===== config.mk =====
export PLATFORM = sky130hd
export DESIGN_NAME = tinyalu_resp
export DESIGN_NICKNAME = d
export VERILOG_FILES = /design/src/rtl/tinyalu_resp.sv
export SDC_FILE = /design/constraint.sdc
export NUM_CORES = 1
export LEC_CHECK = 0
export CORE_MARGIN = 5
export CORE_UTILIZATION = 59
export DETAILED_ROUTE_END_ITERATION = 12
export PLACE_DENSITY = 0.82
export SKIP_CTS_REPAIR_TIMING = 1
export SLEW_MARGIN = 20
export SYNTH_ARGS = -nofsm -noshare
export SYNTH_HDL_FRONTEND = slang
export SYNTH_SLANG_ARGS = --single-unit

===== constraint.sdc =====
create_clock -name clk -period 5.78 [get_ports clk]
set_clock_uncertainty 0.05 [all_clocks]
set_input_delay 0.578 -clock clk [delete_from_list [all_inputs] [get_ports clk]]
set_output_delay 0.578 -clock clk [all_outputs]
set_load 0.02 [all_outputs]

===== src/rtl/tinyalu_resp.sv =====
// TinyALU responder: captures A/B/op on start, runs add/and/xor with a
// one-cycle latency or multiply with a MUL_LAT-cycle latency, then returns a
// registered result with a single-cycle done pulse. HOLD blocks a second
// operation until start has been seen low, so each start assertion yields
// exactly one operation.
module tinyalu_resp #(
    parameter int MUL_LAT = 3
) (
    input  logic        clk,
    input  logic        reset,
    input  logic [7:0]  A,
    input  logic [7:0]  B,
    input  logic [2:0]  op,
    input  logic        start,
    output logic        done,
    output logic [15:0] result
);

    typedef enum logic [1:0] {
        IDLE = 2'd0,
        EXEC = 2'd1,
        DONE = 2'd2,
        HOLD = 2'd3
    } state_t;

    localparam logic [2:0] OP_NOP = 3'b000;
    localparam logic [2:0] OP_ADD = 3'b001;
    localparam logic [2:0] OP_AND = 3'b010;
    localparam logic [2:0] OP_XOR = 3'b011;
    localparam logic [2:0] OP_MUL = 3'b100;
    localparam logic [2:0] OP_RST = 3'b111;

    localparam logic [3:0] MUL_CNT = 4'(MUL_LAT - 1);

    state_t      state;
    state_t      state_nxt;
    logic [3:0]  cnt;
    logic [3:0]  cnt_nxt;
    logic [7:0]  a_q;
    logic [7:0]  b_q;
    logic [2:0]  op_q;
    logic        clear;
    logic        capture;
    logic        finish;
    logic [8:0]  sum;
    logic [15:0] alu_out;

    // rst_op behaves exactly like reset, whatever state we are in
    assign clear = start && (op == OP_RST);

    // State, counter, captured operands and the registered outputs
    always_ff @(posedge clk) begin
        if (reset || clear) begin
            state  <= IDLE;
            cnt    <= 4'd0;
            done   <= 1'b0;
            result <= 16'h0000;
            a_q    <= 8'h00;
            b_q    <= 8'h00;
            op_q   <= OP_NOP;
        end else begin
            state <= state_nxt;
            cnt   <= cnt_nxt;
            done  <= finish;
            if (finish) begin
                result <= alu_out;
            end
            if (capture) begin
                a_q  <= A;
                b_q  <= B;
                op_q <= op;
            end
        end
    end

    // Next-state decision; HOLD waits for start to be seen low
    always_comb begin
        state_nxt = state;
        case (state)
            IDLE: begin
                if (start && (op != OP_NOP) && (op != OP_RST)) begin
                    state_nxt = EXEC;
                end
            end
            EXEC: begin
                if (cnt == 4'd0) begin
                    state_nxt = DONE;
                end
            end
            DONE: begin
                state_nxt = start ? HOLD : IDLE;
            end
            HOLD: begin
                if (!start) begin
                    state_nxt = IDLE;
                end
            end
            default: state_nxt = IDLE;
        endcase
    end

    // Capture/finish strobes and the latency down-counter
    always_comb begin
        capture = (state == IDLE) && start && (op != OP_NOP) && (op != OP_RST);
        finish  = (state == EXEC) && (cnt == 4'd0);
        cnt_nxt = cnt;
        if (capture) begin
            cnt_nxt = (op == OP_MUL) ? MUL_CNT : 4'd0;
        end else if ((state == EXEC) && (cnt != 4'd0)) begin
            cnt_nxt = cnt - 4'd1;
        end
    end

    // Arithmetic on the captured operands; unused opcodes complete with zero
    always_comb begin
        sum     = {1'b0, a_q} + {1'b0, b_q};
        alu_out = 16'h0000;
        case (op_q)
            OP_ADD:  alu_out = {7'b0, sum};
            OP_AND:  alu_out = {8'b0, a_q & b_q};
            OP_XOR:  alu_out = {8'b0, a_q ^ b_q};
            OP_MUL:  alu_out = a_q * b_q;
            default: alu_out = 16'h0000;
        endcase
    end

endmodule


==> parameters.txt, run 1 <==
Parameter                              Value

Critical path
  Max Fanout on Critical Path ... 9
  FF-to-FF Start ... b_q[4]
  Crit-path most repeated cell ... sky130_fd_sc_hd__fa_1
  Critical-path cell with the highest stage delay ... sky130_fd_sc_hd__dfxtp_1
  Cell family with the largest share of critical-path delay ... adder cells
  Startpoint types ... flop
  Setup slack on the worst flop-to-flop path ... 1.05 ns
  Ordered cell list for the critical path ... ha_1, fa_1, fa_1, fa_1, inv_1, fa_1, inv_1, ha_1, a2111oi_0, o21ai_1, a21oi_1, mux2_2, o22ai_1
  Crit. End Element ... flop
  Critical R2R Capture ... result[14]
  Number of buffer and inverter stages on the critical path ... 2
  Required time worst endpoint ... 5.96 ns
  Data arrival at the endpoint of the critical path ... 4.91 ns
  Length in cells of the worst reg-to-reg path ... 13
  Path type of the worst setup path ... flop to flop
  Largest stage delay on the critical path ... 0.54 ns

Status
  Run status ... finished clean

Global routing
  Initial antenna violation count ... 0
  GRT Residual Overflow ... 0
  Largest net degree at the start of global routing ... 29
  Tot GR Track Use ... 24.6%
  Via count of the first global-routing pass ... 3661
  First-pass GRT wire length ... 17.4 mm

Timing
  Max-slew violation count ... 0
  Max Freq ... 211 MHz
  Sum of negative setup slack ... 0 ns
  Smallest setup slack after layout ... 1.05 ns
  Final critical-path share of the clock period ... 81.8%
  Worst-Margin Slew ... 0.995 ns
  Final setup viols ... 0
  RSZ-0062 raised after global routing ... no
  Max-slew headroom ... 33.3%
  Final hold violation count ... 0
  Period minus WS final ... 4.73 ns

Yosys
  Leading cell types by total area after synthesis ... sky130_fd_sc_hd__dfxtp_1 (20%), sky130_fd_sc_hd__fa_1 (17%), sky130_fd_sc_hd__ha_1 (13%), sky130_fd_sc_hd__and2_1 (6.8%), sky130_fd_sc_hd__nand2_1 (6.6%)
  Portion of synthesized cell area occupied by the leading cell type ... 19.9%
  Summed instance area of the synthesized netlist ... 0.00423 mm^2
  Number of enable flip-flop cells after synthesis ... 0
  Fraction of the yosys area taken by sequential cells ... 19.9%
  Synth area leader ... sky130_fd_sc_hd__dfxtp_1
  Most used DFF post-synth ... sky130_fd_sc_hd__dfxtp_1
  Net count after synthesis ... 607
  Yosys reg bits ... 42
  Yosys warning total ... 0
  Synthesized area divided by synthesized cell count ... 8.42 um^2
  Async set-reset flop share out of synthesis ... 0%
  Number of instances in the synthesized netlist ... 503
  Synth unique cells ... 59

Clocking
  Clock buffers created by TritonCTS ... 5
  Clock Latency Late Sink ... 0.31 ns
  # clock sinks ... 42
  Clock tree from TritonCTS ... yes
  Clock tree root driver cell ... sky130_fd_sc_hd__clkbuf_8
  Number of buffers on the longest clock path ... 2
  Clock-pin slew of the registers on the worst-case setup and hold paths ... 0.09 ns
  Level count of the clock H-tree ... 2

Floorplan
  Die X ... 94.7 um
  Count of boundary I/O pins ... 39
  Vertical extent of the die ... 94.7 um
  DIE AREA ... 0.00897 mm^2
  Starting Density ... 61.3%
  Number of rows in the core area ... 30
  Area of the core ... 0.00691 mm^2

Finish
  Number of fillers in the final layout ... 579
  Top library cells by usage in the layout, fill and taps aside ... sky130_fd_sc_hd__nand2_1 (75), sky130_fd_sc_hd__inv_1 (54), sky130_fd_sc_hd__and2_1 (46)
  Antenna cell count ... 0
  Most common cell after layout, fill and taps aside ... sky130_fd_sc_hd__nand2_1
  Final core occ ... 69.1%
  Fraction of final layout cells sized beyond drive strength 1 ... 3.72%
  Area growth from synthesis to layout ... 12.7%
  Summed area of non-filler cells in the final layout ... 0.00477 mm^2
  Number of nets in the layout ... 641

Routing
  Routed wire per std cell ... 16.4 um
  Total wire length ... 10.4 mm
  Residual antenna-violating net count after detailed routing ... 0
  Vias post-DR ... 3691
  # DRC ... 0
  Router iterations before antenna repair ... 5
  Via density ... 5.82
  DRT iter0 DRCs ... 234

Placed design
  Number of buffers added on ports ... 38
  Routability congestion estimate from global placement ... 0.973
  Instance area after placement ... 0.00468 mm^2
  Estimated wirelength of the detail-placed design ... 8.20 mm
  Setup slack after placement ... 1.12 ns

Hold path
  Hold Path Origin ... result[5]
  Kind of path behind the tightest hold check ... flop to flop
  Endpoint, Worst Hold ... result[5]
  Hold Path Depth ... 2

Power and ir drop
  LEAKAGE ... 2.16 nW
  Highest ir drop seen on vdd ... 0.122 mV
  Total power per unit cell area ... 144 mW/mm^2

Flow run
  Count of max-cap constraint violations ... 0
[state kept, by name (all words and copies together), names as in the netlist]
| name | cells |
|---|---|
| result | 16 |
| state | 2 |
| a_q | 8 |
| op_q | 3 |
| cnt | 4 |
| done | 1 |
| b_q | 8 |
[power breakdown]
group / total (W) / internal, W / switching (W)
logic: 0.000148 / 0.0000629 / 0.0000852
clock network: 0.000207 / 0.0000866 / 0.000121
registers: 0.000330 / 0.000301 / 0.0000287
[cells in the mapped netlist, drive strengths merged (3+ instances only)]
| library cell | number |
|---|---|
| ha | 45 |
| mux2i | 8 |
| o21ai | 23 |
| a21o | 5 |
| nor2b | 3 |
| a22oi | 4 |
| and2 | 46 |
| o21bai | 3 |
| xor2 | 9 |
| nor2 | 27 |
| fa | 37 |
| a211oi | 5 |
| o211ai | 4 |
| a2bb2oi | 3 |
| a21oi | 38 |
| a221oi | 3 |
| mux2 | 4 |
| dfxtp | 42 |
| nand3 | 4 |
| nand2b | 6 |
| inv | 55 |
| nand2 | 75 |
| xnor2 | 4 |
| buf | 10 |
| nor3 | 4 |
| nor3b | 4 |
[kinds of logic after synthesis]
family          share of synthesized area [%]
flops                                    19.9
mux                                      2.96
xor+xnor                                 2.69
fa+ha+maj                                30.8
simple gates                             21.4
compound gates                           16.0
buf+inv                                  6.32
[final cells by class]
type | instances | area, um^2 | area share (%)
sequential | 42 | 841 | 17.6
timing repair buffer | 39 | 388 | 8.13
tap | 96 | 120 | 2.52
clock buffer | 5 | 68.8 | 1.44
inverter | 55 | 206 | 4.33
clock inverter | 3 | 23.8 | 0.498
multi-input combinational | 394 | 3130 | 65.5
[per-stage QoR]
stage | power (W) | hold slack [ns] | std cells
floorplan | 0.000427 | 0.420 | 503
global placement | 0.000477 | 0.383 | 626
detailed placement | 0.000482 | 0.393 | 626
CTS | 0.000683 | 0.408 | 634
global route | 0.000717 | 0.443 | 634
finish | 0.000685 | 0.401 | 634
[worst max-delay path by stage]
stage	start	endpoint	slack [ns]	cells past startpoint
floorplan	a_q[4]	result[14]	1.56	13
global placement	b_q[4]	result[14]	1.24	13
detailed placement	b_q[4]	result[14]	1.12	13
CTS	b_q[4]	result[14]	1.08	13
global route	b_q[4]	result[14]	0.72	13
finish	b_q[4]	result[14]	1.05	13
[worst min-delay path, cell delays in order, from the launching register on]
cell,delay [ns]
sky130_fd_sc_hd__dfxtp_1,0.32
sky130_fd_sc_hd__nand2_1,0.05
sky130_fd_sc_hd__o21ai_1,0.05
[routing by layer]
metal	track usage [%]	vias up	part of all wire, %
li1	-	1765	-
met1	33.9	1764	46
met2	40.3	141	46
met3	3.11	21	5.6
met4	7.45	0	2.4
met5	0	-	0
(Power assumes the default switching activity.)
==> run 2, diff against run 1 <==
Settings changed: CORE_UTILIZATION 59 to 53, PLACE_DENSITY 0.82 to 0.77.
Clock period 5.78 ns to 4.11 ns, I/O delays scaled along.
==> parameters.txt, run 2 (synthesized netlist as in run 1, its figures left out) <==
Parameter                              Value

Status
  Run status ... finished clean

Floorplan
  Starting Density ... 54.5% (-6.8 points)
  Area of the core ... 0.00777 mm^2 (+12%)
  Die X ... 99.4 um (+4.9%)
  DIE AREA ... 0.00988 mm^2 (+10%)
  Vertical extent of the die ... 99.4 um (+4.9%)
  Number of rows in the core area ... 32 (+6.7%)
  Count of boundary I/O pins ... 39 (unchanged)

Routing
  Routed wire per std cell ... 16.5 um (+0.94%)
  Vias post-DR ... 3812 (+3.3%)
  DRT iter0 DRCs ... 214 (-8.5%)
  # DRC ... 0 (unchanged)
  Total wire length ... 11.3 mm (+8.6%)
  Residual antenna-violating net count after detailed routing ... 0 (unchanged)
  Via density ... 5.59 (-4.0%)
  Router iterations before antenna repair ... 4 (-1)

Critical path
  Startpoint types ... flop
  Critical path origin ... a_q[4]
  Ordered cell list for the critical path ... buf_4, ha_4, fa_1, fa_2, fa_1, inv_1, fa_1, inv_2, ha_4, a2111oi_4, o21ai_2, a21oi_2, mux2_4, o22ai_2
  Critical R2R Capture ... result[14]
  Critical path capture point ... result[14]
  Largest stage delay on the critical path ... 0.53 ns (about the same)
  Data arrival at the endpoint of the critical path ... 4.28 ns (-0.63 ns)
  Length in cells of the worst reg-to-reg path ... 14 (+1)
  FF-to-FF Start ... a_q[4]
  Critical-path cell with the highest stage delay ... sky130_fd_sc_hd__fa_1
  Crit-path most repeated cell ... sky130_fd_sc_hd__fa_1
  Max Fanout on Critical Path ... 5 (-4)
  Path type of the worst setup path ... flop to flop
  Setup slack on the worst flop-to-flop path ... 0.005 ns (-1.05 ns)
  Required time worst endpoint ... 4.29 ns (-1.67 ns)
  Crit. End Element ... flop

Finish
  Non-filler instance count after layout ... 682 (+7.6%)
  Largest register FFs ... 16 (unchanged)
  Number of nets in the layout ... 683 (+6.6%)
  Register bank with the most flops ... result
  Most common cell after layout, fill and taps aside ... sky130_fd_sc_hd__nand2_1
  Antenna cell count ... 0 (unchanged)
  Area growth from synthesis to layout ... 26.8%
  Area taken by multi-input logic gates ... 0.00335 mm^2 (+7.3%)
  Top library cells by usage in the layout, fill and taps aside ... sky130_fd_sc_hd__nand2_1 (74), sky130_fd_sc_hd__inv_1 (49), sky130_fd_sc_hd__and2_1 (43)
  Fraction of final layout cells sized beyond drive strength 1 ... 18.6% (+15 points)
  Registers with the highest flip-flop counts ... result (16), a_q (8), b_q (8)
  Sequential Area ... 870 um^2 (+3.4%)
  Number of fillers in the final layout ... 618 (+6.7%)
  Final core occ ... 69.1% (about the same)
  Summed area of non-filler cells in the final layout ... 0.00537 mm^2 (+12%)

Power and ir drop
  Highest ir drop seen on vdd ... 0.167 mV (+36%)
  LEAKAGE ... 2.41 nW (+11%)
  Total power per unit cell area ... 189 mW/mm^2 (+32%)

Global routing
  Via count of the first global-routing pass ... 3746 (+2.3%)
  Tot GR Track Use ... 22.6% (-2.0 points)
  GRT Residual Overflow ... 0 (unchanged)
  First-pass GRT wire length ... 18.1 mm (+4.0%)
  Initial antenna violation count ... 0 (unchanged)
  Largest net degree at the start of global routing ... 29 (unchanged)

Placed design
  Setup slack after placement ... -0.274 ns (-1.40 ns)
  Routability congestion estimate from global placement ... 0.936 (-3.9%)
  Instance area after placement ... 0.00499 mm^2 (+6.7%)
  Estimated wirelength of the detail-placed design ... 8.82 mm (+7.6%)
  Number of instances in the placed design ... 669 (+6.9%)
  Number of buffers added on ports ... 38 (unchanged)

Clocking
  Clock buffers created by TritonCTS ... 5 (unchanged)
  Level count of the clock H-tree ... 2 (unchanged)
  Clock Latency Late Sink ... 0.30 ns (about the same)
  # clock sinks ... 42 (unchanged)
  Clock tree root driver cell ... sky130_fd_sc_hd__clkbuf_8
  Number of buffers on the longest clock path ... 2 (unchanged)
  Clock-pin slew of the registers on the worst-case setup and hold paths ... 0.09 ns (about the same)
  Clock tree from TritonCTS ... yes

Timing
  Final hold violation count ... 0 (unchanged)
  Max-slew headroom ... 29.9% (-3.4 points)
  Smallest setup slack after layout ... 0.00494 ns (-1.05 ns)
  RSZ-0062 raised after global routing ... yes
  Max Freq ... 244 MHz (+15%)
  Max-slew violation count ... 0 (unchanged)
  Final setup viols ... 0 (unchanged)
  Worst-Margin Slew ... 1.05 ns (+0.0514 ns)
  Final critical-path share of the clock period ... 99.9% (+18 points)
  Period minus WS final ... 4.11 ns (-0.624 ns)

Flow run
  Count of max-cap constraint violations ... 0 (unchanged)

Hold path
  Kind of path behind the tightest hold check ... flop to flop
==> run 2: layout make-up <==
type | count | share of cell area (%)
flip-flops and latches | 42 | 16.2
clock buffers | 5 | 1.28
clock inverters | 3 | 0.490
inverters | 55 | 3.85
multi-input cells | 394 | 62.5
well taps | 102 | 2.38
repair buffers | 81 | 13.3
==> run 2: where the power goes <==
part | leakage [nW] | switching, W | internal (W)
clock | 0.0495 | 0.000164 | 0.000126
sequential | 0.348 | 0.0000269 | 0.000423
combinational | 2.01 | 0.000148 | 0.000126
==> run 2: per-layer routing <==
| layer | wire length (um) | GRT usage [%] | vias up |
|---|---|---|---|
| met2 | 5470 | 38.0 | 108 |
| met4 | 285 | 7.14 | 0 |
| met5 | 0 | 0 | - |
| met1 | 4930 | 29.9 | 1822 |
| li1 | - | - | 1855 |
| met3 | 585 | 3.44 | 27 |
==> run 2: worst min path at each step <==
stage,start,endpoint,cells after the start
after floorplan,state[1],state[1],2
after global placement,result[13],result[13],2
after detailed placement,result[5],result[5],2
after CTS,result[5],result[5],2
after global routing,result[5],result[5],2
final,result[5],result[5],2
==> run 2: stage by stage <==
step / hold slack, ns / total power [W] / setup TNS (ns)
after floorplan: 0.420 / 0.000603 / 0
after global placement: 0.383 / 0.000699 / -0.187
after global routing: 0.441 / 0.00108 / -0.348
after detailed placement: 0.391 / 0.000706 / -0.662
after CTS: 0.404 / 0.000998 / -0.862
final: 0.405 / 0.00102 / 0
==> run 2: worst max-delay path: cells and delay by family, from the launching register on <==
family | cells | cell delay [ns]
fa+ha+maj | 6 | 2.31
compound gates | 4 | 0.73
flops | 1 | 0.38
mux | 1 | 0.32
buf+inv | 3 | 0.25
==> run 3, diff against run 2 <==
Settings changed: CORE_MARGIN 5 to unset, PLACE_DENSITY 0.77 to unset, PLACE_DENSITY_LB_ADDON set to 0.1, SKIP_CTS_REPAIR_TIMING 1 to unset.
==> parameters.txt, run 3 (synthesized netlist as in run 1, its figures left out) <==
Parameter                              Value

Status
  Run status ... finished with violations
  Violations in the final reports ... negative setup slack

Power and ir drop
  Overall power of the completed layout ... 0.000999 W (-1.6%)
  LEAKAGE ... 2.41 nW (-0.18%)
  Highest ir drop seen on vdd ... 0.140 mV (-16%)
  Total power per unit cell area ... 187 mW/mm^2 (-1.0%)

Finish
  Registers with the highest flip-flop counts ... result (16), a_q (8), b_q (8)
  Register bank with the most flops ... result
  Largest register FFs ... 16 (unchanged)
  Area growth from synthesis to layout ... 26.1%
  Top library cells by usage in the layout, fill and taps aside ... sky130_fd_sc_hd__nand2_1 (75), sky130_fd_sc_hd__inv_1 (48), sky130_fd_sc_hd__and2_1 (41)
  Antenna cell count ... 0 (unchanged)
  Fraction of final layout cells sized beyond drive strength 1 ... 18.9% (+0.24 points)
  Most common cell after layout, fill and taps aside ... sky130_fd_sc_hd__nand2_1
  Number of nets in the layout ... 681 (-0.29%)
  Non-filler instance count after layout ... 680 (-0.29%)

Placed design
  Routability congestion estimate from global placement ... 0.936 (about the same)
  Setup slack after placement ... -0.199 ns (+0.0750 ns)
  Estimated wirelength of the detail-placed design ... 8.57 mm (-2.9%)
  Number of buffers added on ports ... 38 (unchanged)
  Number of instances in the placed design ... 669 (unchanged)

Floorplan
  DIE AREA ... 0.00835 mm^2 (-15%)
  Die X ... 91.4 um (-8.0%)
  Starting Density ... 54.8% (+0.28 points)
  Count of boundary I/O pins ... 39 (unchanged)
  Vertical extent of the die ... 91.4 um (-8.0%)
  Area of the core ... 0.00773 mm^2 (-0.52%)
  Number of rows in the core area ... 32 (unchanged)

Routing
  DRT iter0 DRCs ... 165 (-23%)
  Total wire length ... 11.0 mm (-2.0%)
  # DRC ... 0 (unchanged)
  Router iterations before antenna repair ... 5 (+1)
  Via density ... 5.56 (-0.52%)
  Vias post-DR ... 3781 (-0.81%)
  Residual antenna-violating net count after detailed routing ... 0 (unchanged)
  Routed wire per std cell ... 16.2 um (-1.8%)

Clocking
  Clock tree from TritonCTS ... yes
  Clock tree root driver cell ... sky130_fd_sc_hd__clkbuf_8
  Clock buffers created by TritonCTS ... 5 (unchanged)
  Level count of the clock H-tree ... 2 (unchanged)
  Number of buffers on the longest clock path ... 2 (unchanged)
  Clock-pin slew of the registers on the worst-case setup and hold paths ... 0.09 ns (about the same)
  # clock sinks ... 42 (unchanged)
  Clock Latency Late Sink ... 0.30 ns (about the same)
  Number of buffers inserted by hold repair at cts ... 0

Critical path
  Crit-path most repeated cell ... sky130_fd_sc_hd__fa_1
  Data arrival at the endpoint of the critical path ... 4.29 ns (about the same)
  Path type of the worst setup path ... flop to flop
  Length in cells of the worst reg-to-reg path ... 13 (-1)
  Max Fanout on Critical Path ... 7 (+2)
  Setup slack on the worst flop-to-flop path ... -0.001 ns (about the same)
  Critical-path cell with the highest stage delay ... sky130_fd_sc_hd__fa_1
  Largest stage delay on the critical path ... 0.51 ns (-0.02 ns)
  Ordered cell list for the critical path ... and2_4, fa_1, fa_1, fa_1, inv_2, fa_1, inv_2, ha_4, a2111oi_4, o21ai_4, a21oi_2, mux2_4, o22ai_1
  Crit. End Element ... flop
  Required time worst endpoint ... 4.29 ns (about the same)
  Startpoint types ... flop

Timing
  Final critical-path share of the clock period ... 100% (+0.15 points)
  Period minus WS final ... 4.11 ns (+0.00631 ns)
  Final hold violation count ... 0 (unchanged)
  Max-slew headroom ... 30.1% (+0.18 points)
  Max-slew violation count ... 0 (unchanged)
  Sum of negative setup slack ... -0.00137 ns (-0.00137 ns)
  Max Freq ... 243 MHz (-0.15%)
  Worst-Margin Slew ... 1.04 ns (-0.00192 ns)
  Final setup viols ... 1 (+1)
  RSZ-0062 raised after global routing ... yes
  Smallest setup slack after layout ... -0.00137 ns (-0.00631 ns)

Global routing
  Largest net degree at the start of global routing ... 29 (unchanged)
  First-pass GRT wire length ... 18.1 mm (-0.19%)
  Met2 usage ... 45.1% (+7.1 points)
  Most Crowded Layer GR ... met2
  Initial antenna violation count ... 0 (unchanged)
  Via count of the first global-routing pass ... 3786 (+1.1%)
  Met1 routing resource usage after global routing ... 36.9% (+7.0 points)
  Tot GR Track Use ... 27.6% (+5.0 points)
  GR met3 Demand/Resource ... 4.52% (+1.1 points)
  GRT Residual Overflow ... 0 (unchanged)

Hold path
  Hold Path Depth ... 2 (unchanged)
  Kind of path behind the tightest hold check ... flop to flop

Flow run
  Count of max-cap constraint violations ... 0 (unchanged)
## run 3: worst paths after layout
| path | start | to |
|---|---|---|
| worst max-delay path | b_q[4] | result[14] |
| worst min-delay path | result[12] | result[12] |
| worst max register to register | b_q[4] | result[14] |
| worst min register to register | result[12] | result[12] |
## run 3: critical path: cells and delay by family (launching register included)
kind / cells / cell delay, ns
adder cells (fa/ha/maj): 5 / 2.24
AO/OA/AOI/OAI: 4 / 0.83
flip-flops: 1 / 0.38
multiplexers: 1 / 0.31
AND/OR/NAND/NOR: 1 / 0.14
buffers and inverters: 2 / 0.08
## run 3: power by group
group	internal, W	leakage [nW]	switching [W]
Combinational	0.000124	2.01	0.000147
Sequential	0.000423	0.347	0.0000257
Clock	0.000120	0.0483	0.000159
## run 3: timing repair
item	4_1_cts	5_1_grt
gates resized for setup	34	28
pin swaps	15	27
buffers inserted	1	2
endpoints found under the setup margin	8	10
cloned	0	0
## run 3: final cells by class
| cell class | instances | area, um^2 |
|---|---|---|
| clock buffers | 5 | 68.8 |
| clock inverters | 3 | 18.8 |
| fillers | 635 | 2390 |
| inverters | 55 | 206 |
| multi-input cells | 394 | 3330 |
| flip-flops and latches | 42 | 867 |
| well taps | 102 | 128 |
| repair buffers | 79 | 717 |
## run 3: metal layers
layer | up-vias | wire length (um)
li1 | 1846 | -
met1 | 1819 | 5050
met4 | 0 | 317
met3 | 25 | 485
met2 | 91 | 5190
met5 | - | 0
## run 3: stage by stage
stage / area (um^2) / hold slack (ns) / utilization (%)
final: 5340 / 0.405 / 69.1
after global routing: 5340 / 0.436 / 69.1
after CTS: 5230 / 0.421 / 67.7
after detailed placement: 5010 / 0.398 / 64.8
after global placement: 5010 / 0.383 / 64.8
after floorplan: 4260 / 0.420 / -
